===== src/rtl/sdram_bus_tap.sv =====
// sdram_bus_tap
//   Passive tap on an SDRAM controller's command/address/data pins. Samples the
//   pins, decodes the command, and feeds a logic analyzer with aligned data,
//   command and a one-shot trigger. It also tracks which row is open in each
//   bank and counts non-NOP commands.
//
// Ports
//   sys_clk, sys_rst          clock and async active-high reset
//   sdram_*                   controller pins being observed (inputs only)
//   arm                       one-cycle pulse that arms the trigger
//   trig_cmd/ba/addr/mask     trigger compare value and address care mask
//   cnt_clr                   synchronous clear of cmd_count
//   probe_data                {dq, ba, dqm, addr[12:0]}, two cycles after the pins
//   probe_cmd                 decoded command aligned with probe_data
//   trig_o                    one-cycle trigger pulse aligned with probe_data
//   armed                     trigger armed status
//   open_valid, open_row      per-bank open flag and open row (bank b at b*ROW_W)
//   cmd_count                 saturating count of non-NOP commands
module sdram_bus_tap #(
    parameter int ROW_W = 13,
    parameter int CNT_W = 16
) (
    input  logic               sys_clk,
    input  logic               sys_rst,
    input  logic               sdram_cs_n,
    input  logic               sdram_ras_n,
    input  logic               sdram_cas_n,
    input  logic               sdram_we_n,
    input  logic [1:0]         sdram_ba,
    input  logic [1:0]         sdram_dqm,
    input  logic [ROW_W-1:0]   sdram_addr,
    input  logic [15:0]        sdram_dq_i,
    input  logic               arm,
    input  logic [2:0]         trig_cmd,
    input  logic [1:0]         trig_ba,
    input  logic [ROW_W-1:0]   trig_addr,
    input  logic [ROW_W-1:0]   trig_mask,
    input  logic               cnt_clr,
    output logic [32:0]        probe_data,
    output logic [2:0]         probe_cmd,
    output logic               trig_o,
    output logic               armed,
    output logic [3:0]         open_valid,
    output logic [4*ROW_W-1:0] open_row,
    output logic [CNT_W-1:0]   cmd_count
);

    localparam logic [2:0] CMD_NOP = 3'b111;
    localparam logic [2:0] CMD_ACT = 3'b011;
    localparam logic [2:0] CMD_PRE = 3'b010;

    logic               r_s1_cs_n;
    logic               r_s1_ras_n;
    logic               r_s1_cas_n;
    logic               r_s1_we_n;
    logic [1:0]         r_s1_ba;
    logic [1:0]         r_s1_dqm;
    logic [ROW_W-1:0]   r_s1_addr;
    logic [15:0]        r_s1_dq;

    logic [2:0]         w_cmd;
    logic               w_match;
    logic [12:0]        w_addr13;

    // Stage 1: raw pin capture. The strobes reset to their inactive (high)
    // level so the cleared stage decodes as NOP rather than MRS.
    always_ff @(posedge sys_clk or posedge sys_rst) begin
        if (sys_rst) begin
            r_s1_cs_n  <= 1'b1;
            r_s1_ras_n <= 1'b1;
            r_s1_cas_n <= 1'b1;
            r_s1_we_n  <= 1'b1;
            r_s1_ba    <= '0;
            r_s1_dqm   <= '0;
            r_s1_addr  <= '0;
            r_s1_dq    <= '0;
        end else begin
            r_s1_cs_n  <= sdram_cs_n;
            r_s1_ras_n <= sdram_ras_n;
            r_s1_cas_n <= sdram_cas_n;
            r_s1_we_n  <= sdram_we_n;
            r_s1_ba    <= sdram_ba;
            r_s1_dqm   <= sdram_dqm;
            r_s1_addr  <= sdram_addr;
            r_s1_dq    <= sdram_dq_i;
        end
    end

    assign w_cmd    = r_s1_cs_n ? CMD_NOP : {r_s1_ras_n, r_s1_cas_n, r_s1_we_n};
    assign w_addr13 = 13'(r_s1_addr);
    // Trigger config is used live, so a change applies to the next command in stage 1.
    assign w_match  = (w_cmd == trig_cmd) && (r_s1_ba == trig_ba) &&
                      (((r_s1_addr ^ trig_addr) & trig_mask) == '0);

    // Stage 2: every output is registered here from stage 1.
    always_ff @(posedge sys_clk or posedge sys_rst) begin
        if (sys_rst) begin
            probe_data <= '0;
            probe_cmd  <= CMD_NOP;
            trig_o     <= 1'b0;
            armed      <= 1'b0;
            open_valid <= '0;
            open_row   <= '0;
            cmd_count  <= '0;
        end else begin
            probe_data <= {r_s1_dq, r_s1_ba, r_s1_dqm, w_addr13};
            probe_cmd  <= w_cmd;
            trig_o     <= armed && w_match;

            // A fresh arm pulse re-arms even while the current match fires.
            if (arm)
                armed <= 1'b1;
            else if (armed && w_match)
                armed <= 1'b0;

            // Closing a bank only drops its valid flag; the last row stays visible.
            if (w_cmd == CMD_ACT) begin
                for (int b = 0; b < 4; b++) begin
                    if (r_s1_ba == b[1:0]) begin
                        open_valid[b]                <= 1'b1;
                        open_row[b*ROW_W +: ROW_W]   <= r_s1_addr;
                    end
                end
            end else if (w_cmd == CMD_PRE) begin
                if (r_s1_addr[10])
                    open_valid <= '0;
                else
                    open_valid[r_s1_ba] <= 1'b0;
            end

            // cnt_clr discards the command sitting in stage 1 this cycle.
            if (cnt_clr)
                cmd_count <= '0;
            else if ((w_cmd != CMD_NOP) && (cmd_count != '1))
                cmd_count <= cmd_count + CNT_W'(1);
        end
    end

endmodule

===== config.mk =====
export PLATFORM = sky130hd
export DESIGN_NAME = sdram_bus_tap
export DESIGN_NICKNAME = d
export VERILOG_FILES = /design/src/rtl/sdram_bus_tap.sv
export SDC_FILE = /design/constraint.sdc
export NUM_CORES = 1
export LEC_CHECK = 0
export ABC_CLOCK_PERIOD_IN_PS = 12300
export BUFFER_PORTS_ARGS = -buffer_cell sky130_fd_sc_hd__buf_2
export CAP_MARGIN = 15
export CORE_MARGIN = 3
export CORE_UTILIZATION = 40
export DETAILED_ROUTE_END_ITERATION = 8
export PLACE_DENSITY = 0.66
export SYNTH_ARGS = -nofsm -noshare
export SYNTH_HDL_FRONTEND = slang
export SYNTH_SLANG_ARGS = --single-unit

===== constraint.sdc =====
create_clock -name sys_clk -period 12.3 [get_ports sys_clk]
set_input_delay 0.615 -clock sys_clk [delete_from_list [all_inputs] [get_ports sys_clk]]
set_output_delay 0.615 -clock sys_clk [all_outputs]
set_load 0.02 [all_outputs]

== Yosys cells after proc, flatten, opt, wreduce, memory -nomap -nowiden ==
Cells that the tools add are included.
Cells by class
  reduce and logical (&&, ||, !) cells: 18
  mux-type cells: 14
  magnitude comparators: 2
  add/subtract/negate cells: 1
  bitwise operators: 4
  eq/ne operators: 13
Operators with widths (count)
  2-to-1 mux 16 bit: 2
  adder 16 x 1 -> 16 bit (second input constant): 1
  != test 16 bit (second input constant): 1
  AND reduction 2 bit: 8
  bitwise AND 13 bit: 1
  zero test 13 bit: 1
  XOR 13 bit: 1
  2-to-1 mux 4 bit: 3
  != test 2 x 1 -> 1 bit (second input constant): 4
  2-to-1 mux 1 bit: 7
  equality test 3 x 2 -> 1 bit (second input constant): 2
  nonzero test 2 bit: 3
  logical AND 1 bit: 5
  bitwise AND 4 bit: 1
  equality test 2 bit (second input constant): 2
  inverter 4 bit: 1
  equality test 3 bit: 1
  less-than comparator 2 x 3 -> 1 bit (second input constant): 1
  2-to-1 mux 3 bit: 1
  != test 3 bit (second input constant): 1
  demux 1 bit (select 2 bit): 1
  equality test 2 x 1 -> 1 bit (second input constant): 1
  equality test 2 bit: 1
  greater-or-equal comparator 2 x 1 -> 1 bit (second input constant): 1
  zero test 2 bit: 1
Storage, ports and cells
  output and inout port bits: 110
  register bits: 147
  word-level logic and storage cells: 73
  bits of input ports: 72

== Longest topological paths before layout ==
Gate-level depths: netlist of run 1.
  word-level depth: 9
  depth in mapped cells: 7

== Worst setup path after synthesis of run 1 ==
Ideal clock, no wire load.
  path type: flip-flop to flip-flop
  from: register cmd_count[0]
  to: register cmd_count[1]
  stages on the path, launching flop included: 7
  arrival: 1725 ps
  period minus slack after synthesis: 1854 ps
  data required time: 12171 ps
  slack: 10446 ps
  path through: dfrtp_1 ha_1 nand2_1 or4_4 o21ai_4 mux2i_1 nor2_2
Between the ends
  longest elaborated chain between the ends: 3
Ends and longest elaborated chain
  start, declared: line 45  | output logic [CNT_W-1:0] cmd_count
  start signal, assigned: line 135  | cmd_count <= cmd_count + CNT_W'(1);
  adder 16 x 1 -> 16 bit / != test 16 bit (equally long branches): line 135, 134
  2-to-1 mux 16 bit / logical AND 1 bit (equally long branches): line 134  | else if ((w_cmd != CMD_NOP) && (cmd_count != '1))
  2-to-1 mux 16 bit / nonzero test 2 bit (equally long branches)
Parallel ways exist; a longest one is shown, timed or not. The select of a mux whose other input is x is not followed.
A chain may end at the register's enable or synchronous reset.

== Final worst setup path of run 1 ==
  from: register r_s1_cs_n
  to: register open_row[43]
Between the ends
  longest elaborated chain between the ends: 3
Ends and longest elaborated chain
  start, declared: line 52  | logic r_s1_cs_n;
  start signal, assigned: line 78  | r_s1_cs_n <= sdram_cs_n;
  2-to-1 mux 3 bit: line 89  | assign w_cmd = r_s1_cs_n ? CMD_NOP : {r_s1_ras_n, r_s1_cas_n, r_s1_we_n};
  equality test 3 x 2 -> 1 bit: line 117  | if (w_cmd == CMD_ACT) begin
  AND reduction 2 bit (no line)
  end signal, assigned by index: line 121  | open_row[b*ROW_W +: ROW_W] <= r_s1_addr;
  end, declared: line 44  | output logic [4*ROW_W-1:0] open_row,
Every way passes these cells.

==> metrics.yaml, run 1 <==
timing:
  slew_headroom_pct: 46.3
  drv_slew: 0
  period_share_pct: 16.9
  setup_viol: 0
  tightest_slew_ns: 0.806
  fin_tns_setup_ns: 0
  hold_viol: 0
  timing.fmax_mhz: 480
  fin_ws_ns: 10.22
  holdWs_ns: 0.299
  rsz0062_at_grt: "no"
  skew_ns: 0.00681
  fin_crit_ns: 2.08
hold_path:
  hp-start: "sdram_we_n"
  hold_depth: 1
  worst_hold_path.endpoint: "r_s1_we_n"
  hold_class: "in -> reg"
worst_setup_path:
  endpoint_kind: "flop"
  r2r_cells: 4
  startpoint_type: "flop"
  crit_fanout: 14
  crit_type: "reg -> reg"
  critical_path_arrival_ns: 2.38
  reg2reg_slack_ns: 10.22
  r2r-end: "open_row[43]"
  critPathRequiredTime_ns: 12.59
  r2r_start: "r_s1_cs_n"
drt:
  met2_length_um: 5620
  vias: 3466
  wirelength_um: 11900
  avgRoutedWirePerCell_um: 16.5
  wl_met3_um: 981
  ant_nets: 0
  drc_errors: 0
  m1WireLength_um: 5140
  first_iter_violations: 164
  routed_via_density: 4.81
  drtPass1Iterations: 5
  highest_layer: "met4"
power_and_ir_drop:
  p_leak_nw: 3.42
  power_frac_seq_pct: 45.5
  switching_share_pct: 25.7
  ir_worst_vdd_uv: 148
  report.power.total_mw: 1.23
  p_per_area_nw_per_um2: 178
  power.internal_mw: 0.912
  clkPwrFrac_pct: 40.8
  combPwrFrac_pct: 13.7
  p_switching_mw: 0.315
clock_tree:
  clk_path_buf_depth: 2
  cts_hold_buf: 0
  h-tree-depth: 4
  cts.clk_slew.worst_paths_ns: 0.06
  cts_tree: "built"
  clkLatencyLatePin_ns: 0.41
  numCtsBuffers: 17
  root_buffer: "clkbuf_16"
  cts.sinks: 147
  ctsResizeCount: 0
  post_cts_buffers: 0
logic_synthesis:
  ys_ff_latch: 147
  synth_nets: 415
  synth_edf_count: 0
  synth-main-ff-cell: "dfrtp_1"
  synth_area_leaders: "dfrtp_1 67%, mux2_2 11%, dfstp_2 3.5%"
  postSynthAreaPerCell_sq_um: 15.2
  yosysUniqueCellTypes: 47
  synth_top_cell_area_share_pct: 67.2
  syn_area_sq_um: 5220
  syn-instance-count: 342
  ys_seq_area_share_pct: 70.7
  yosysWarnings: 0
  yosys.area.top_type: "dfrtp_1"
  asyncSetResetFlopFracSynth_pct: 100
die:
  die_x_um: 120
  fp.dieH_um: 120
  dieArea_sq_um: 14400
  start_util_pct: 41.2
  io_pins: 182
  rows: 41
  core_sq_um: 12700
cells_and_area:
  n_antenna_cell: 0
  mostFrequentLayoutCell: "buf_2"
  fin_util_pct: 54.4
  stdcell_area_sq_um: 6890
  instances_no_fill: 720
  nets: 608
  drive_above_1_share_pct: 51.6
  syn2layout_area_growth_pct: 32.1
  mostFrequentLayoutCells: "181 x buf_2, 140 x dfrtp_1, 52 x mux2_2"
placement:
  numPortBuffers: 181
  dp.cells: 688
  placed_area_sq_um: 6310
  place_congestion: 0.824
  pre_cts_ws_ns: 10.13
  dp_hpwl_um: 8380
grt:
  grt_overflow: 0
  grt_pass1_wl_um: 18700
  grt_pass1_vias: 3560
  antenna_found_initial: 0
  grt_max_degree: 84
  grt_usage_pct: 17.1
run_status:
  status: "finished clean"
job:
  cap_violations: 0
[state kept, by name, indices dropped and copies added, names as in the netlist, 2 cells and up]
signal      cells
open_row       52
probe_data     33
cmd_count      16
r_s1_dq        16
r_s1_addr      13
open_valid      4
probe_cmd       3
r_s1_ba         2
r_s1_dqm        2
[cells by family after synthesis]
group	Yosys count	share of synthesized area, %
multiplexers	53	11.4
flip-flops	147	70.7
buffers and inverters	19	1.54
XOR/XNOR	28	4.70
AO/OA/AOI/OAI	30	4.29
AND/OR/NAND/NOR	64	7.10
adder cells (fa/ha/maj)	1	0.240
[Yosys cell counts (2+ instances only)]
library cell,n
clkbuf_1,3
nand4_2,2
nor4_2,2
mux2_2,52
or3_4,2
nor4_1,3
buf_2,4
dfrtp_1,140
nor2_1,17
nor2b_1,2
nand4_1,4
nand2_1,8
xnor2_1,11
xor2_1,17
o31ai_1,3
or3_1,2
a21o_1,2
inv_1,11
a21oi_1,3
or2_2,2
o21ai_0,3
a211oi_1,3
nor3_1,5
a31oi_1,2
a22oi_1,5
and3_1,2
dfstp_2,7
nand3_1,6
[per-layer routing]
| metal | vias up | GRT usage, % |
|---|---|---|
| met4 | 0 | 6.51 |
| met5 | - | 0 |
| met1 | 1737 | 21.6 |
| met2 | 140 | 26.6 |
| met3 | 10 | 6.69 |
| li1 | 1579 | - |
[how the worst max path moves through the flow]
stage,startpoint,cells after the start,endpoint
floorplan,sys_rst,1,armed
global placement,sys_rst,3,probe_data[19]
detailed placement,sys_rst,3,open_row[0]
CTS,r_s1_cs_n,4,open_row[43]
global route,r_s1_cs_n,4,open_row[49]
finish,r_s1_cs_n,4,open_row[43]
[final cells by class]
type / count / area (sq um)
Multi-Input combinational cell: 176 / 1450
Sequential cell: 147 / 3690
Fill cell: 1073 / 5780
Clock buffer: 23 / 478
Tap cell: 172 / 215
Timing Repair Buffer: 182 / 913
Clock inverter: 9 / 104
Inverter: 11 / 46.3
[power by group through the flow]
stage	Clock (mW)	Sequential, mW	Combinational (mW)
final	0.501	0.558	0.168
after global routing	0.539	0.564	0.180
after CTS	0.515	0.559	0.171
after detailed placement	0	0.567	0.171
after global placement	0	0.565	0.168
after floorplan	0	0.614	0.0489
[critical path, stage by stage, from the launching register on]
cell and delay [ns]:
dfstp_2 0.39, nor2_1 0.19, and3_1 0.28, and3_1 0.69, mux2_2 0.41
(Power assumes the default switching activity.)
==> run 2, diff against run 1 <==
- ABC_CLOCK_PERIOD_IN_PS: 12300 -> 2000
- clock period: 12.3 -> 2 ns (I/O delays scaled with it)
==> metrics.yaml, run 2 (synthesis gave the netlist of run 1 again) <==
worst_setup_path:
  r2r-end: "cmd_count[1]"
  r2r_start: "cmd_count[0]"
  r2r_cells: 6  # +2
  crit_type: "reg -> reg"
  critPathRequiredTime_ns: 2.29  # -10.30 ns
  critPathMaxStageDelay_ns: 0.46  # -0.23 ns
  startpoint_type: "flop"
  critPathBufInv: 0  # unchanged
  endpoint_kind: "flop"
  cp_top_family: "simple AND/OR/NAND/NOR gates"
  critical_path_arrival_ns: 2.16  # -0.22 ns
  crit_fanout: 5  # -9
  path_cells: "ha_1 -> nand2_1 -> or4_4 -> o21ai_4 -> mux2i_1 -> nor2_2"
  reg2reg_slack_ns: 0.13  # -10.08 ns
  crit_slowest_cell: "or4_4"
die:
  die_x_um: 120  # unchanged
  core_sq_um: 12700  # unchanged
  rows: 41  # unchanged
  io_pins: 182  # unchanged
  dieArea_sq_um: 14400  # unchanged
  start_util_pct: 41.2  # unchanged
  fp.dieH_um: 120  # unchanged
power_and_ir_drop:
  clkPwrFrac_pct: 38.9  # -1.9 points
  ir_worst_vdd_uv: 668  # +350%
  switching_share_pct: 25.5  # -0.18 points
  power.internal_mw: 5.53  # +510%
  p_leak_nw: 3.62  # +5.7%
  p_per_area_nw_per_um2: 1010  # +470%
  power_frac_seq_pct: 46.2  # +0.7 points
  p_switching_mw: 1.90  # +500%
  combPwrFrac_pct: 14.9  # +1.2 points
cells_and_area:
  drive_above_1_share_pct: 48.6  # -3.1 points
  nFillCells: 1031  # -3.9%
  syn2layout_area_growth_pct: 40.9
  mostFrequentLayoutCell: "buf_2"
  n_antenna_cell: 0  # unchanged
  mostFrequentLayoutCells: "181 x buf_2, 140 x dfrtp_1, 52 x mux2_2, 39 x dlygate4sd3_1"
  reg.largest.list: "open_row (52), probe_data (33)"
  largest_register_ffs: 52  # unchanged
  regMostFlops: "open_row"
  fin_util_pct: 58.0  # +3.6 points
  nets: 657  # +8.1%
grt:
  grt_usage_pct: 17.6  # +0.49 points
  use_met1_pct: 21.1  # -0.56 points
  grt_pass1_vias: 3754  # +5.4%
  met3_usage_pct: 6.03  # -0.65 points
  grt_max_degree: 77  # -8.3%
  antenna_found_initial: 0  # unchanged
  grt_pass1_wl_um: 19300  # +3.2%
  grt_overflow: 0  # unchanged
  grt.met2_usage_pct: 29.5  # +3.0 points
  top_usage_layer: "met2"
drt:
  vias: 3629  # +4.7%
  avgRoutedWirePerCell_um: 16.0  # -3.3%
  wirelength_um: 12200  # +3.1%
  drc_errors: 0  # unchanged
  routed_via_density: 4.73  # -1.7%
  ant_nets: 0  # unchanged
  first_iter_violations: 108  # -34%
  drtPass1Iterations: 4  # -1
clock_tree:
  numCtsBuffers: 17  # unchanged
  clkLatencyLatePin_ns: 0.41  # about the same
  root_buffer: "clkbuf_16"
  post_cts_buffers: 0  # unchanged
  cts_tree: "built"
  cts.clk_slew.worst_paths_ns: 0.06  # about the same
  clk_path_buf_depth: 2  # unchanged
  cts.sinks: 147  # unchanged
  h-tree-depth: 4  # unchanged
timing:
  drv_slew: 0  # unchanged
  fin_crit_ns: 1.87  # -0.217 ns
  rsz0062_at_grt: "no"
  hold_viol: 0  # unchanged
  tightest_slew_ns: 0.507  # -0.299 ns
  slew_headroom_pct: 65.9  # +20 points
  fin_tns_setup_ns: 0  # unchanged
  period_share_pct: 93.3  # +76 points
  skew_ns: 0.00923  # +0.00242 ns
  timing.fmax_mhz: 536  # +12%
  setup_viol: 0  # unchanged
placement:
  numPortBuffers: 181  # unchanged
  place_congestion: 0.797  # -3.3%
  dp_hpwl_um: 8520  # +1.7%
hold_path:
  hold_class: "in -> reg"
  worst_hold_path.endpoint: "cmd_count[2]"
  hold_depth: 2  # +1
  hp-start: "cnt_clr"
job:
  cap_violations: 0  # unchanged
run_status:
  status: "finished clean"
==> run 2: cell types whose count changed in the layout (fill, tap and decap cells not counted) <==
| cell | before | now |
|---|---|---|
| buf_12 | 0 | 3 |
| bufinv_16 | 2 | 1 |
| clkinv_2 | 4 | 3 |
| clkbuf_1 | 3 | 5 |
| dlygate4sd3_1 | 0 | 39 |
| clkinv_4 | 1 | 0 |
| buf_4 | 1 | 8 |
| inv_6 | 1 | 0 |
==> run 2: metrics by stage <==
| stage | power [mW] | setup WS (ns) | instances | instance area (sq um) | hold slack, ns |
|---|---|---|---|---|---|
| finish | 7.43 | 0.133 | 767 | 7350 | 0.0612 |
| global route | 7.76 | 0.0215 | 767 | 7350 | 0.0507 |
| CTS | 7.53 | 0.121 | 767 | 7350 | 0.0421 |
| detailed placement | 4.55 | 0.132 | 698 | 6420 | 0.209 |
| global placement | 4.52 | 0.217 | 698 | 6420 | 0.208 |
| floorplan | 4.08 | 0.0587 | 342 | 5220 | 0.104 |
==> run 2: layer usage <==
layer  part of all wire (%)  routed length (um)
met4                    1.2                 149
met5                      0                   0
met3                    7.0                 852
met2                     51                6190
met1                     41                5050
==> run 2: cell type report <==
type	instances	area (sq um)	area share, %
Multi-Input combinational cell	176	1450	19.7
Tap cell	172	215	2.93
Inverter	11	45.0	0.613
Clock buffer	25	485	6.61
Sequential cell	147	3690	50.2
Timing Repair Buffer	231	1420	19.3
Clock inverter	5	52.6	0.715
==> run 2: power groups by stage <==
stage               Sequential, mW  Combinational [mW]  Clock, mW
finish                        3.43                1.11       2.89
global route                  3.47                1.19       3.11
CTS                           3.43                1.13       2.97
detailed placement            3.48                1.07          0
global placement              3.47                1.05          0
floorplan                     3.78               0.301          0
==> run 2: worst max-delay path by stage <==
| stage | depth (start not counted) | to | slack (ns) | start |
|---|---|---|---|---|
| 3_3_place_gp | 6 | cmd_count[1] | 0.22 | cmd_count[0] |
| 2_1_floorplan | 1 | armed | 0.06 | sys_rst |
| 4_1_cts | 6 | cmd_count[1] | 0.12 | cmd_count[0] |
| 5_1_grt | 6 | cmd_count[1] | 0.02 | cmd_count[0] |
| 3_5_place_dp | 6 | cmd_count[1] | 0.13 | cmd_count[0] |
| 6_report | 6 | cmd_count[1] | 0.13 | cmd_count[0] |
==> run 2: repair_timing <==
item | 4_1_cts | 5_1_grt
gates resized for setup | 0 | 0
hold buffers | 39 | 0
endpoints found under the hold margin | 178 | 0
==> run 2: worst register-to-register path, cell delays in order (launching register included) <==
cell and delay (ns):
dfrtp_1 0.42, ha_1 0.28, nand2_1 0.11, or4_4 0.46, o21ai_4 0.20, mux2i_1 0.24
nor2_2 0.05
==> run 3, diff against run 2 <==
- CORE_MARGIN: 3 -> not set
==> metrics.yaml, run 3 (synthesis gave the netlist of run 1 again) <==
run_status:
  status: "finished clean"
hold_path:
  hold_class: "in -> reg"
  hp-start: "cnt_clr"
  worst_hold_path.endpoint: "cmd_count[4]"
  hold_depth: 2  # unchanged
drt:
  ant_nets: 0  # unchanged
  avgRoutedWirePerCell_um: 15.8  # -0.77%
  wirelength_um: 12200  # -0.65%
  vias: 3593  # -0.99%
  first_iter_violations: 166  # +54%
  drtPass1Iterations: 4  # unchanged
  routed_via_density: 4.68  # -1.1%
  drc_errors: 0  # unchanged
power_and_ir_drop:
  ir_worst_vdd_uv: 721  # +8.0%
  p_leak_nw: 3.65  # +0.91%
  clkPwrFrac_pct: 41.8  # +2.9 points
  combPwrFrac_pct: 14.3  # -0.6 points
  power.internal_mw: 5.75  # +3.9%
  switching_share_pct: 26.1  # +0.62 points
  power_frac_seq_pct: 44.0  # -2.2 points
  p_switching_mw: 2.03  # +7.4%
  p_per_area_nw_per_um2: 1050  # +3.7%
  report.power.total_mw: 7.78  # +4.8%
worst_setup_path:
  crit_type: "reg -> reg"
  startpoint_type: "flop"
  critPathLaunch: "cmd_count[0]"
  r2r_cells: 6  # unchanged
  reg2reg_slack_ns: 0.13  # about the same
  endpoint_kind: "flop"
  r2r-end: "cmd_count[1]"
  critical_path_arrival_ns: 2.17  # about the same
  critPathRequiredTime_ns: 2.29  # about the same
  r2r_start: "cmd_count[0]"
  crit_fanout: 5  # unchanged
placement:
  dp_hpwl_um: 8150  # -4.3%
  pre_cts_ws_ns: 0.127  # -0.00535 ns
  place_congestion: 0.810  # +1.7%
  numPortBuffers: 181  # unchanged
timing:
  drv_slew: 0  # unchanged
  setup_viol: 0  # unchanged
  fin_crit_ns: 1.87  # +0.00828 ns
  hold_viol: 0  # unchanged
  period_share_pct: 93.7  # +0.41 points
  slew_headroom_pct: 65.0  # -0.89 points
  fin_ws_ns: 0.125  # -0.00828 ns
  skew_ns: 0.00861  # -0.000615 ns
  tightest_slew_ns: 0.520  # +0.0128 ns
  fin_tns_setup_ns: 0  # unchanged
  rsz0062_at_grt: "no"
  timing.fmax_mhz: 533  # -0.44%
clock_tree:
  cts.sinks: 147  # unchanged
  clk_path_buf_depth: 2  # unchanged
  root_buffer: "clkbuf_16"
  numCtsBuffers: 17  # unchanged
  cts.clk_slew.worst_paths_ns: 0.06  # about the same
  h-tree-depth: 4  # unchanged
  cts_hold_buf: 39  # unchanged
  cts_tree: "built"
  clkLatencyLatePin_ns: 0.41  # about the same
  ctsResizeCount: 0  # unchanged
  post_cts_buffers: 0  # unchanged
cells_and_area:
  drive_above_1_share_pct: 49.5  # +0.93 points
  syn2layout_area_growth_pct: 42.5
  regMostFlops: "open_row"
  nets: 656  # -0.15%
  reg.largest.list: "open_row (52), probe_data (33)"
  largest_register_ffs: 52  # unchanged
  n_antenna_cell: 0  # unchanged
  nFillCells: 1043  # +1.2%
  mostFrequentLayoutCells: "181 x buf_2, 140 x dfrtp_1, 52 x mux2_2, 39 x dlygate4sd3_1"
  mostFrequentLayoutCell: "buf_2"
grt:
  antenna_found_initial: 0  # unchanged
  grt_usage_pct: 18.8  # +1.3 points
  grt_overflow: 0  # unchanged
  grt_pass1_vias: 3645  # -2.9%
  grt_max_degree: 79  # +2.6%
  grt_pass1_wl_um: 18600  # -3.6%
die:
  dieArea_sq_um: 13500  # -6.5%
  start_util_pct: 41.2  # unchanged
  rows: 41  # unchanged
  die_x_um: 116  # -3.3%
  io_pins: 182  # unchanged
  fp.dieH_um: 116  # -3.3%
  core_sq_um: 12700  # unchanged
job:
  cap_violations: 0  # unchanged
[run 3: changes by cell type in the layout (fill, tap and decap cells not counted), sizes merged]
| cell | previous run | this run |
|---|---|---|
| buf | 192 | 191 |
| bufinv | 1 | 3 |
| clkbuf | 25 | 18 |
| clkinv | 3 | 4 |
| clkinvlp | 2 | 4 |
| inv | 10 | 14 |
[run 3: worst max-delay path by stage]
stage / to / slack (ns) / cells past startpoint
finish: cmd_count[1] / 0.13 / 6
global route: cmd_count[1] / 0.03 / 6
CTS: cmd_count[1] / 0.13 / 6
detailed placement: cmd_count[1] / 0.13 / 6
global placement: cmd_count[1] / 0.22 / 6
floorplan: armed / 0.06 / 1
[run 3: metal layers]
| layer | vias to the layer above | track usage (%) | share of wire [%] |
|---|---|---|---|
| li1 | 1674 | - | - |
| met1 | 1790 | 22.9 | 42 |
| met2 | 123 | 30.9 | 50 |
| met3 | 6 | 7.52 | 7.5 |
| met4 | 0 | 5.90 | 0.80 |
| met5 | - | 0 | 0 |
[run 3: per-stage QoR]
step                area [sq um]  std cells  util (%)  hold slack, ns
detailed placement          6430        697      50.7           0.209
floorplan                   5220        342         -           0.104
CTS                         7430        768      58.6          0.0462
global route                7430        768      58.6          0.0576
global placement            6430        697      50.7           0.207
finish                      7430        768      58.6          0.0600
[run 3: final cells by class]
type | count | area (sq um) | share of cell area (%)
well taps | 172 | 215 | 2.90
flip-flops and latches | 147 | 3690 | 49.6
clock buffers | 18 | 439 | 5.91
multi-input cells | 176 | 1450 | 19.5
repair buffers | 230 | 1420 | 19.1
clock inverters | 14 | 175 | 2.36
inverters | 11 | 45.0 | 0.606
[run 3: worst max-delay path, stage by stage, from the launching register on]
cell and delay, ns:
dfrtp_1 0.43, ha_1 0.28, nand2_1 0.11, or4_4 0.46
o21ai_4 0.19, mux2i_1 0.24, nor2_2 0.04
[run 3: power groups by stage]
stage / clock [mW] / combinational (mW) / sequential [mW]
final: 3.25 / 1.11 / 3.42
after global routing: 3.45 / 1.20 / 3.46
after CTS: 3.33 / 1.13 / 3.43
after detailed placement: 0 / 1.06 / 3.48
after global placement: 0 / 1.05 / 3.46
after floorplan: 0 / 0.301 / 3.78
